### src/rtl/vtime_pkg.sv
// Shared constants and state encoding for the vtime_gen periodic strobe generator.
package vtime_pkg;

    localparam int unsigned VT_W        = 16;
    localparam int unsigned VT_PRESCALE = 64;
    localparam int unsigned PS_W        = $clog2(VT_PRESCALE);

    typedef enum logic {
        IDLE = 1'b0,
        RUN  = 1'b1
    } state_e;

endpackage : vtime_pkg

### src/rtl/vtime_prescaler.sv
// Free-running divide-by-PRESCALE counter; tick is high on the cycle the count wraps.
module vtime_prescaler
    import vtime_pkg::*;
#(
    parameter int unsigned PRESCALE = VT_PRESCALE
) (
    input  logic clk,
    input  logic rst_n,
    input  logic clr,
    output logic tick
);

    localparam int unsigned   CW   = $clog2(PRESCALE);
    localparam logic [CW-1:0] LAST = CW'(PRESCALE - 1);

    logic [CW-1:0] cnt_q, cnt_d;

    always_comb begin
        cnt_d = cnt_q;
        if (clr || (cnt_q == LAST)) begin
            cnt_d = '0;
        end else begin
            cnt_d = cnt_q + CW'(1);
        end
    end

    always_ff @(posedge clk or negedge rst_n) begin
        if (!rst_n) begin
            cnt_q <= '0;
        end else begin
            cnt_q <= cnt_d;
        end
    end

    assign tick = (cnt_q == LAST);

endmodule : vtime_prescaler

### src/rtl/vtime_gen.sv
// Periodic strobe generator: one-clk pulse on x every cur_period*PRESCALE clocks.
// Define VTIME_GEN_BURST_EN to add burst_len/done and stop after a fixed pulse count.
module vtime_gen
    import vtime_pkg::*;
#(
    parameter int unsigned W        = VT_W,
    parameter int unsigned PRESCALE = VT_PRESCALE
) (
    input  logic         clk,
    input  logic         rst_n,
    input  logic         en,
    input  logic         ld,
    input  logic [W-1:0] period,
`ifdef VTIME_GEN_BURST_EN
    input  logic [7:0]   burst_len,
    output logic         done,
`endif
    output logic         x,
    output logic         busy,
    output logic [W-1:0] cur_period
);

    state_e       state_q, state_d;
    logic [W-1:0] shadow_q, shadow_d;
    logic [W-1:0] unit_q, unit_d;
    logic [W-1:0] cur_q, cur_d;
    logic         x_q, x_d;
    logic         busy_q, busy_d;

    logic tick;
    logic ps_clr;
    logic term;
    logic start_ok;
    logic burst_last;
    logic arm_ok;

    // Counters are held clear outside RUN and flushed the moment en drops.
    assign ps_clr = (state_q != RUN) || !en;

    vtime_prescaler #(
        .PRESCALE(PRESCALE)
    ) u_prescaler (
        .clk  (clk),
        .rst_n(rst_n),
        .clr  (ps_clr),
        .tick (tick)
    );

    assign term     = (state_q == RUN) && tick && (unit_q == cur_q - W'(1));
    assign start_ok = ld ? (period != '0) : ((shadow_q != '0) && arm_ok);

    always_comb begin
        state_d  = state_q;
        shadow_d = ld ? period : shadow_q;
        unit_d   = unit_q;
        cur_d    = cur_q;
        x_d      = 1'b0;

        case (state_q)
            IDLE: begin
                if (en && start_ok) begin
                    state_d = RUN;
                    cur_d   = ld ? period : shadow_q;
                end
            end
            RUN: begin
                // Period boundary: the shadow value from before this edge takes over.
                if (term) begin
                    x_d   = 1'b1;
                    cur_d = shadow_q;
                    if ((shadow_q == '0) || burst_last) begin
                        state_d = IDLE;
                    end
                end
            end
            default: state_d = IDLE;
        endcase

        if (ps_clr) begin
            unit_d = '0;
        end else if (tick) begin
            unit_d = term ? '0 : unit_q + W'(1);
        end

        if (!en) begin
            state_d = IDLE;
        end

        busy_d = (state_d == RUN);
    end

    always_ff @(posedge clk or negedge rst_n) begin
        if (!rst_n) begin
            state_q  <= IDLE;
            shadow_q <= '0;
            unit_q   <= '0;
            cur_q    <= '0;
            x_q      <= 1'b0;
            busy_q   <= 1'b0;
        end else begin
            state_q  <= state_d;
            shadow_q <= shadow_d;
            unit_q   <= unit_d;
            cur_q    <= cur_d;
            x_q      <= x_d;
            busy_q   <= busy_d;
        end
    end

    assign x          = x_q;
    assign busy       = busy_q;
    assign cur_period = cur_q;

`ifdef VTIME_GEN_BURST_EN
    logic [7:0] blen_q, blen_d;
    logic [7:0] bcnt_q, bcnt_d;
    logic       armed_q, armed_d;
    logic       done_q, done_d;

    assign burst_last = (blen_q != 8'd0) && (bcnt_q == blen_q - 8'd1);
    assign arm_ok     = armed_q;

    // Pulse counter for bursts; a completed burst disarms until the next ld.
    always_comb begin
        blen_d  = blen_q;
        bcnt_d  = bcnt_q;
        armed_d = armed_q;
        done_d  = 1'b0;

        if (state_q != RUN) begin
            bcnt_d = '0;
        end else if (term && (blen_q != 8'd0)) begin
            if (burst_last) begin
                done_d  = 1'b1;
                armed_d = 1'b0;
            end else begin
                bcnt_d = bcnt_q + 8'd1;
            end
        end

        if (ld) begin
            blen_d  = burst_len;
            armed_d = 1'b1;
        end
    end

    always_ff @(posedge clk or negedge rst_n) begin
        if (!rst_n) begin
            blen_q  <= '0;
            bcnt_q  <= '0;
            armed_q <= 1'b0;
            done_q  <= 1'b0;
        end else begin
            blen_q  <= blen_d;
            bcnt_q  <= bcnt_d;
            armed_q <= armed_d;
            done_q  <= done_d;
        end
    end

    assign done = done_q;
`else
    assign burst_last = 1'b0;
    assign arm_ok     = 1'b1;
`endif

endmodule : vtime_gen

### config.mk
export PLATFORM = sky130hd
export DESIGN_NAME = vtime_gen
export DESIGN_NICKNAME = d
export VERILOG_FILES = /design/src/rtl/vtime_pkg.sv /design/src/rtl/vtime_prescaler.sv /design/src/rtl/vtime_gen.sv
export SDC_FILE = /design/constraint.sdc
export NUM_CORES = 1
export LEC_CHECK = 0
export ABC_AREA = 1
export BUFFER_PORTS_ARGS = -buffer_cell sky130_fd_sc_hd__buf_2
export CORE_UTILIZATION = 54
export DETAILED_ROUTE_END_ITERATION = 8
export MAX_ROUTING_LAYER = met4
export PLACE_DENSITY_LB_ADDON = 0.1
export REMOVE_ABC_BUFFERS = 1
export SLEW_MARGIN = 20
export SYNTH_ARGS = -nofsm -noshare
export SYNTH_HDL_FRONTEND = slang
export SYNTH_SLANG_ARGS = --single-unit
### constraint.sdc
create_clock -name clk -period 2.2 [get_ports clk]
set_clock_uncertainty 0.1 [all_clocks]
set_input_delay 0 -clock clk [delete_from_list [all_inputs] [get_ports clk]]
set_output_delay 0 -clock clk [all_outputs]
set_load 0.02 [all_outputs]
==> flow_summary_export.csv <==
group,metric,value,unit
status,outcome,"finished clean",
timing,post-route-period-util,0.954,
setup_path,crit_required,2.36,ns
setup_path,cp_num_buf_inv,1,
cts,cts-root-buf,"clkbuf_8",
global_route,overflow,0,
setup_path,cp_max_fo,18,
setup_path,critPathKind,"flip-flop to flip-flop",
cells_and_area,fill_cells,566,
setup_path,start_kind,"flip-flop",
synthesis,synth_top_cells_by_count,"nand2_1, dfrtp_1, inv_1",
cts,cts_buffer_depth,2,
timing,period_needed,2.10,ns
timing,worstMarginPinSlew,0.622,ns
floorplan,num_rows,29,
pwr,power.density,745,nW/um2
synthesis,synth_largest_area_cell,"dfrtp_1",
cts,cts_buffers,5,
run,maxCapViolCount,0,
cells_and_area,nNetsFinal,594,
setup_path,r2r_slack,0.10,ns
drt,firstDrtPassIters,6,
floorplan,die_h,83.5,um
synthesis,synthArstFlopShare,1.00,
floorplan,ios,38,
min_path,hp-class,"input pin to flip-flop",
setup_path,critPathMaxStageDelay,0.47,ns
global_route,track_usage,0.261,
timing,fmax,476,MHz
setup_path,cp.arrival,2.26,ns
drt,vias,3382,
floorplan,die-area,6970,um2
placed_design,gp_congestion,0.921,
synthesis,yosysWarnings,0,
pwr,finalPower,3.18,mW
synthesis,ys_ff_latch,56,
synthesis,ys_seq_area_frac,0.391,
synthesis,synth_edf_count,0,
cts,cts_tree,"yes",
min_path,whs_path_depth,4,
global_route,grt_pass1_vias,3066,
drt,viasPerCell,5.21,
synthesis,synth_top_area_share,0.391,
placed_design,dp_cells,621,
synthesis,synth_cells,507,
min_path,min_to,"shadow_q[14]",
cts,htreeDepth,2,
setup_path,worstReg2RegStart,"cur_period[6]",
setup_path,r2r_cells,13,
timing,max_slew_margin,0.585,
floorplan,fp.coreArea,6390,um2
floorplan,die_w,83.5,um
pwr,worst_ir_drop_vdd,552,uV
drt,routedWlPerCell,13.2,um
timing,drv_slew,0,
synthesis,synth.avg_cell_area,7.07,um2
setup_path,endpoint_kind,"flip-flop",
cts,cts_sinks,56,
global_route,grt_antenna_before_repair,0,
global_route,grt_max_degree,33,
synthesis,ys_types,37,
synthesis,synth.most_common_cell,"nand2_1",
drt,route.detailed.drc,0,
cells_and_area,area_growth,19.2,%
min_path,hp-start,"ld",
cts,clock_latency,0.32,ns
drt,first_iter_violations,173,
synthesis,synth.area.top_cells,"dfrtp_1, nand2_1, o21ai_0, inv_1, nand3_1",
placed_design,dp_slack,0.0563,ns
placed_design,portBuffers,37,
cells_and_area,final_cell_count_no_fill,649,
floorplan,start_util,0.561,
cts,clkTransAtPathRegs,0.11,ns
timing,hold_viol,0,
placed_design,placed_area,3920,um2
timing,setup_ws,0.101,ns
cells_and_area,design_area,4270,um2
placed_design,dp_hpwl,6410,um
setup_path,r2r_end,"cur_period[2]",
setup_path,slowest_stage,"dfrtp_2",
pwr,leakage,2.08,nW
cells_and_area,antenna_cells,0,
synthesis,synth_flop_cell,"dfrtp_1",
cells_and_area,final_layout_size_suffix_gt1_frac,0.175,
timing,setup_violations,0,
global_route,grt_first_pass_wirelength,14300,um
setup_path,cp_common_cell,"nand2_1",
setup_path,crit_chain,"nor2_2, nand2_1, nor2_4, nand2_2, nand3_2, nand2_1, nor2_2, nand3_2, inv_4, nand2_8, nand2_4, nand2_1, nand2_1",
synthesis,syn_area,3580,um2
setup_path,cp_top_family,"simple AND/OR/NAND/NOR gates",
drt,wl,8560,um
drt,drtAntennaViolNets,0,
sequential cells by signal (all words and copies together), names as in the netlist:
register           cells
busy                   1
x                      1
unit_q                16
u_prescaler.cnt_q      6
cur_period            16
shadow_q              16
metal layers:
layer / global-route usage / vias to the layer above / part of all wire
met2: 0.409 / 62 / 0.47
met1: 0.368 / 1565 / 0.48
li1: - / 1750 / -
met3: 0.0346 / 5 / 0.035
met5: - / - / 0
met4: 0.0539 / 0 / 0.0074
tightest hold or removal path, cell delays in order:
cell    delay [ns]
buf_2         0.10
inv_1         0.07
or2_1         0.12
o21a_1        0.14
cells in the final DEF, fill, tap and decap left out, drive strengths merged, types with 17 or more instances in the layout:
master | netlist | routed
dfrtp | 56 | 56
xor2 | 17 | 17
buf | 3 | 51
nand2 | 173 | 174
o21ai | 51 | 51
inv | 60 | 60
nor2 | 45 | 45
nand3 | 41 | 41
dlygate4sd3 | 0 | 18
area by class of cell:
class	instances	area (um2)	area share
timing repair buffer	69	495	0.116
sequential	56	1410	0.329
inverter	62	240	0.0562
clock inverter	2	16.3	0.00381
multi-input combinational	377	1950	0.455
tap	77	96.3	0.0225
clock buffer	6	72.6	0.0170
kinds of logic (layout without fill, tap and decap cells):
logic type	count (synthesis)	count (layout)	synth area share
adder cells (fa/ha/maj)	3	3	0.0105
buffers and inverters	75	139	0.0855
flip-flops	56	56	0.391
AND/OR/NAND/NOR	293	294	0.373
XOR/XNOR	21	21	0.0513
AO/OA/AOI/OAI	59	59	0.0890
stage by stage:
stage                     utilization  setup TNS, ns  hold WS (ns)
after detailed placement        0.614              0       -0.0458
after CTS                       0.656              0        0.0528
after global placement          0.614              0       -0.0522
after global routing            0.669        -0.0868        0.0857
after floorplan                     -              0        -0.396
final                           0.669              0        0.0539
how the worst max path moves through the flow:
stage                  startpoint             to  slack (ns)  cells after the start
detailed placement  cur_period[1]  cur_period[7]        0.06                     14
global route        cur_period[8]      unit_q[3]       -0.03                     11
global placement    cur_period[6]      unit_q[1]        0.06                     11
finish              cur_period[6]  cur_period[2]        0.10                     13
CTS                 cur_period[6]      unit_q[3]        0.03                     11
floorplan           cur_period[0]     unit_q[15]        0.09                     10
report_power, final:
part / switching (mW) / internal, mW
Sequential: 0.157 / 1.14
Combinational: 0.826 / 0.485
Clock: 0.349 / 0.228
what timing repair did:
action                     in CTS  in global routing
gates resized for setup         0                 21
buffers inserted                0                  1
hold endpoints to repair       43                  0
hold buffers                   18                  0
setup endpoints to repair       0                 33
Power figures use the tool's default switching activity.
